## src/rtl/neuron_writeback.sv

```systemverilog
// Neuron RAM write-back: buffers MAC accumulator results, applies shift/activation/saturation
// to 8 bits and commits them to consecutive neuron RAM addresses for one layer.
module neuron_writeback #(
    parameter int ACC_W      = 16,
    parameter int FRAC_SHIFT = 4,
    parameter int RELU_EN    = 1,
    parameter int FIFO_DEPTH = 4
) (
    input  logic             clk,
    input  logic             reset,
    input  logic             start,
    input  logic [7:0]       write_base,
    input  logic [7:0]       neuron_count,
    input  logic             acc_valid,
    input  logic [ACC_W-1:0] acc_data,
    output logic             acc_ready,
    output logic             ram_wre,
    output logic [7:0]       ram_write_address,
    output logic [7:0]       ram_write_data,
    output logic             busy,
    output logic             layer_done,
    output logic             sat_flag
);

    localparam int PTR_W = $clog2(FIFO_DEPTH);

    localparam logic signed [ACC_W-1:0] ZERO_C  = ACC_W'(0);
    localparam logic signed [ACC_W-1:0] U8_MAX  = ACC_W'(255);
    localparam logic signed [ACC_W-1:0] S8_MAX  = ACC_W'(127);
    localparam logic signed [ACC_W-1:0] S8_MIN  = -(ACC_W'(128));

    typedef enum logic [1:0] {
        ST_IDLE  = 2'd0,
        ST_RUN   = 2'd1,
        ST_DRAIN = 2'd2,
        ST_DONE  = 2'd3
    } state_t;

    // Returns {clipped, value}: fixed-point rescale followed by 8-bit activation.
    function automatic logic [8:0] activate(input logic [ACC_W-1:0] acc);
        logic signed [ACC_W-1:0] s;
        logic [8:0]              res;
        s = $signed(acc) >>> FRAC_SHIFT;
        if (RELU_EN != 0) begin
            if (s < ZERO_C) begin
                res = 9'h000;
            end else if (s > U8_MAX) begin
                res = {1'b1, 8'hFF};
            end else begin
                res = {1'b0, s[7:0]};
            end
        end else begin
            if (s < S8_MIN) begin
                res = {1'b1, 8'h80};
            end else if (s > S8_MAX) begin
                res = {1'b1, 8'h7F};
            end else begin
                res = {1'b0, s[7:0]};
            end
        end
        return res;
    endfunction

    state_t           state_q, state_d;
    logic [7:0]       base_q, base_d;
    logic [7:0]       count_q, count_d;
    logic [7:0]       acc_idx_q, acc_idx_d;
    logic [7:0]       wr_idx_q, wr_idx_d;
    logic             sat_q, sat_d;
    logic [PTR_W:0]   wr_ptr_q, wr_ptr_d;
    logic [PTR_W:0]   rd_ptr_q, rd_ptr_d;
    logic [7:0]       mem_q [FIFO_DEPTH];
    logic             wre_q, wre_d;
    logic [7:0]       addr_q, addr_d;
    logic [7:0]       data_q, data_d;

    logic             fifo_empty_s;
    logic             fifo_full_s;
    logic             push_s;
    logic             pop_s;
    logic [8:0]       act_s;

    // Extra pointer bit distinguishes full from empty when the index bits match.
    assign fifo_empty_s = (wr_ptr_q == rd_ptr_q);
    assign fifo_full_s  = ((wr_ptr_q ^ rd_ptr_q) == {1'b1, {PTR_W{1'b0}}});
    assign push_s       = (state_q == ST_RUN) && acc_valid && !fifo_full_s;
    assign pop_s        = ((state_q == ST_RUN) || (state_q == ST_DRAIN)) && !fifo_empty_s;
    assign act_s        = activate(acc_data);

    // Next-state, index, FIFO pointer and write-port logic.
    always_comb begin
        state_d   = state_q;
        base_d    = base_q;
        count_d   = count_q;
        acc_idx_d = acc_idx_q;
        wr_idx_d  = wr_idx_q;
        sat_d     = sat_q;
        wr_ptr_d  = wr_ptr_q;
        rd_ptr_d  = rd_ptr_q;
        wre_d     = 1'b0;
        addr_d    = addr_q;
        data_d    = data_q;

        case (state_q)
            ST_IDLE: begin
                if (start) begin
                    base_d    = write_base;
                    count_d   = neuron_count;
                    acc_idx_d = 8'd0;
                    wr_idx_d  = 8'd0;
                    sat_d     = 1'b0;
                    if (neuron_count != 8'd0) begin
                        state_d = ST_RUN;
                    end else begin
                        state_d = ST_DONE;
                    end
                end else begin
                    state_d = ST_IDLE;
                end
            end
            ST_RUN: begin
                if (push_s && ((acc_idx_q + 8'd1) == count_q)) begin
                    state_d = ST_DRAIN;
                end else begin
                    state_d = ST_RUN;
                end
            end
            ST_DRAIN: begin
                if (fifo_empty_s && (wr_idx_q == count_q)) begin
                    state_d = ST_DONE;
                end else begin
                    state_d = ST_DRAIN;
                end
            end
            ST_DONE: begin
                state_d = ST_IDLE;
            end
            default: begin
                state_d = ST_IDLE;
            end
        endcase

        if (push_s) begin
            acc_idx_d = acc_idx_q + 8'd1;
            wr_ptr_d  = wr_ptr_q + (PTR_W+1)'(1);
            sat_d     = sat_q | act_s[8];
        end else begin
            acc_idx_d = acc_idx_d;
        end

        if (pop_s) begin
            wre_d    = 1'b1;
            addr_d   = base_q + wr_idx_q;
            data_d   = mem_q[rd_ptr_q[PTR_W-1:0]];
            wr_idx_d = wr_idx_q + 8'd1;
            rd_ptr_d = rd_ptr_q + (PTR_W+1)'(1);
        end else begin
            wre_d = 1'b0;
        end
    end

    // State, index, FIFO and output registers.
    always_ff @(posedge clk or posedge reset) begin
        if (reset) begin
            state_q   <= ST_IDLE;
            base_q    <= 8'd0;
            count_q   <= 8'd0;
            acc_idx_q <= 8'd0;
            wr_idx_q  <= 8'd0;
            sat_q     <= 1'b0;
            wr_ptr_q  <= '0;
            rd_ptr_q  <= '0;
            wre_q     <= 1'b0;
            addr_q    <= 8'd0;
            data_q    <= 8'd0;
            for (int i = 0; i < FIFO_DEPTH; i++) begin
                mem_q[i] <= 8'd0;
            end
        end else begin
            state_q   <= state_d;
            base_q    <= base_d;
            count_q   <= count_d;
            acc_idx_q <= acc_idx_d;
            wr_idx_q  <= wr_idx_d;
            sat_q     <= sat_d;
            wr_ptr_q  <= wr_ptr_d;
            rd_ptr_q  <= rd_ptr_d;
            wre_q     <= wre_d;
            addr_q    <= addr_d;
            data_q    <= data_d;
            if (push_s) begin
                mem_q[wr_ptr_q[PTR_W-1:0]] <= act_s[7:0];
            end
        end
    end

    assign acc_ready         = (state_q == ST_RUN) && !fifo_full_s;
    assign ram_wre           = wre_q;
    assign ram_write_address = addr_q;
    assign ram_write_data    = data_q;
    assign busy              = (state_q == ST_RUN) || (state_q == ST_DRAIN);
    assign layer_done        = (state_q == ST_DONE);
    assign sat_flag          = sat_q;

endmodule
```

## config.mk

```make
export PLATFORM = sky130hd
export DESIGN_NAME = neuron_writeback
export DESIGN_NICKNAME = d
export VERILOG_FILES = /design/src/rtl/neuron_writeback.sv
export SDC_FILE = /design/constraint.sdc
export NUM_CORES = 1
export LEC_CHECK = 0
export CORE_ASPECT_RATIO = 1.2
export CORE_MARGIN = 2
export CORE_UTILIZATION = 51
export DETAILED_ROUTE_END_ITERATION = 6
export GPL_ROUTABILITY_DRIVEN = 0
export PLACE_DENSITY = 0.85
export SYNTH_ARGS = -nofsm -noshare
export SYNTH_HDL_FRONTEND = slang
export SYNTH_SLANG_ARGS = --single-unit
```

## constraint.sdc

```tcl
create_clock -name clk -period 3.1 [get_ports clk]
set_input_delay 0.62 -clock clk [delete_from_list [all_inputs] [get_ports clk]]
set_output_delay 0.62 -clock clk [all_outputs]
set_load 0.01 [all_outputs]
```

==> impl_results.md <==
- Outcome: completed
- Yosys reg bits: 90
- H-tree Lvls: 3
- Die area: 10200 µm²
- Area share of the largest cell type after synthesis: 47.1%
- CP endpoint kind: primary output
- Worst r2r src: wr_idx_q[0]
- RSZ-0062 raised after global routing: no
- Initial antenna violation count: 0
- Post-cts repair resize count: 0
- Hold_ws: 0.484 ns
- Final Power: 5.64 mW
- Synthesized area: 4790 µm²
- CTS root buf: clkbuf_8
- Area grow syn2layout: 17.6%
- Diodes inserted: 0
- Area leader, netlist: dfrtp_1
- Metal-1 WL: 4.06 mm
- Core region area: 9080 µm²
- Slew margin rel.: 48.3%
- First DRT Iteration DRCs: 127
- Startpoint Class: flop
- Starting Density: 52.7%
- Post-CTS Setup Bufs: 0
- FP Rows: 38
- Gate Count Post-Synth: 412
- Fmax: 0.379 GHz
- Share of cells above drive strength 1: 17.7%
- Top sig layer: met4
- Skew final: 0.0109 ns
- Minimum clock period after layout: 2.64 ns
- Top FF cell, synth: dfrtp_1
- Worst skew pair latency: 0.36 ns
- Post-synth EDFFs: 0
- 1st-pass router iterations: 4
- Crit path required time: 2.48 ns
- Sequential share of the synthesized area: 47.1%
- Synth warnings: 0
- First-pass GRT wire length: 15.8 mm
- Post-Syn Area per Cell: 11.6 µm²
- ANT nets after route: 0
- Nets: 519
- Top-level port count: 57
- Final Slew Violations: 0
- Top area cells in the synthesized netlist: dfrtp_1 47%, mux2_2 10%, ha_1 4.7%
- Largest net degree at the start of global routing: 48
- Worst vdd ir: 0.578 mV
- Hold Path Origin: ram_write_data[0]
- Synth async-reset ratio: 100%
- Vias in the first global route: 3232
- Fin. Hold Viols: 0
- Detailed Route WL: 9.65 mm
- Via-to-Cell Ratio: 5.53
- Hold buffers post-CTS: 0
- Unique cell type count in the Yosys netlist: 54
- Critical path class: flop to primary output
- GR Util All Layers: 20.0%
- Max-Cap Viols: 0
- Hold crit path type: flop to flop
- CP max FO: 4
- Clock Sinks: 90
- CTS tree: built
- Clock Pin Slew Worst Setup and Hold Paths: 0.10 ns
- Wirelength per Cell: 16.4 µm
- LEAKAGE: 2.47 nW
- Data arrival, critical path: 2.02 ns
- Number of buffers created by CTS: 9
- Synth cell count leaders: 90 x dfrtp_1, 57 x nand2_1, 43 x mux2_2
- Met3 Wirelength: 377 µm
- FILL cells: 697
- PwrDens: 1000 nW/µm²
- Actual transition at the worst max-transition pin: 0.775 ns
- Number of remaining DRC errors: 0
- Synthesized Nets: 467
- Die Y: 110 µm
- Total number of vias: 3259
- Met2 Wirelength: 5.05 mm
- Fin crit share: 85.0%
- I/O Buffers: 52
- # setup viols final: 0
- Most common cell in the synthesized netlist: dfrtp_1
- Setup_tns: 0 ns
- Critical Path Source: wr_ptr_q[0]
- HPWL Detailed: 6.96 mm
- Clock Tree Buf Depth: 2
- Aggregate global routing overflow: 0
- Die Width: 92.4 µm
## critical path, cell delays in order (launching register included)
cell             delay (ns)
dfrtp_1                0.50
xor2_4                 0.26
nor2_1                 0.10
a21boi_0               0.21
clkdlybuf4s50_1        0.58
## routing by layer
layer / up-vias / GRT usage, %
met5: - / 0
met4: 0 / 8.96
met3: 15 / 3.20
met2: 90 / 35.3
met1: 1591 / 24.4
li1: 1563 / -
## final cells by class
class,count,area (µm²),share of cell area [%]
flip-flops and latches,90,2250,40.0
well taps,120,150,2.67
repair buffers,57,571,10.1
multi-input cells,295,2380,42.3
clock buffers,10,138,2.45
clock inverters,6,93.8,1.67
inverters,11,42.5,0.756
## power by group
| part | switching [mW] | internal (mW) | leakage, nW | total [mW] |
|---|---|---|---|---|
| registers | 0.391 | 1.68 | 1.13 | 2.07 |
| clock network | 0.434 | 0.485 | 0.114 | 0.919 |
| logic | 1.34 | 1.31 | 1.23 | 2.65 |
| total | 2.16 | 3.48 | 2.47 | 5.64 |
## path summary, 6_finish.rpt
path / cells past startpoint / slack (ns) / endpoint
worst max-delay path: 4 / 0.46 / acc_ready
worst min-delay path: 2 / 0.48 / ram_write_data[0]
worst max register to register: 8 / 1.00 / ram_write_address[6]
worst min register to register: 2 / 0.48 / ram_write_data[0]
max in group asynchronous: 3 / 1.72 / sat_flag
min in group asynchronous: 2 / 0.68 / ram_write_address[0]
## cell usage in the layout, fill, tap and decap left out, drive strengths merged, types with 2 or more instances in the layout
master         netlist  routed
bufinv               0       2
and3                 2       2
or3                  3       3
o211ai               3       3
buf                 14       5
a31oi                4       4
dfrtp               90      90
nand2b               3       3
nand2               61      61
clkbuf               2      10
nand3b               3       3
mux4                 8       8
mux2                48      48
a21boi               2       2
nor3                 2       2
xnor2               15      15
nand3               11      11
ha                  18      18
nor2                27      27
xor2                15      15
a21o                 2       2
a21oi                8       8
o31ai                4       4
clkdlybuf4s50        0      52
inv                 11      13
o21ai               33      33
nand4                5       5
## per-stage QoR
stage | std cells | area (µm²) | util [%] | setup slack [ns]
6_report | 589 | 5630 | 62.0 | 0.465
5_1_grt | 589 | 5630 | 62.0 | 0.351
4_1_cts | 589 | 5630 | 62.0 | 0.406
3_5_place_dp | 573 | 5400 | 59.4 | 0.680
3_3_place_gp | 573 | 5400 | 59.4 | 0.717
2_1_floorplan | 412 | 4790 | - | 0.145
## flip-flops by register name, summed over array words and instances, names as in the netlist
signal / count
wr_idx_q: 8
wr_ptr_q: 3
ram_write_data: 8
ram_write_address: 8
base_q: 8
ram_wre: 1
sat_flag: 1
mem_q: 32
acc_idx_q: 8
count_q: 8
rd_ptr_q: 3
state_q: 2
## logic make-up (layout without fill, tap and decap cells)
logic type | count (synthesis) | in the layout | synth area share, %
DFF | 90 | 90 | 47.1
and+or+nand+nor | 126 | 126 | 13.3
xor gates and xnor gates | 30 | 30 | 6.27
buffers and inverters | 27 | 84 | 3.19
adders and majority gates | 19 | 19 | 5.12
AOI/OAI and AO/OA | 64 | 64 | 8.97
muxes | 56 | 56 | 16.1
Note: power is estimated with default switching activity, not from simulation.
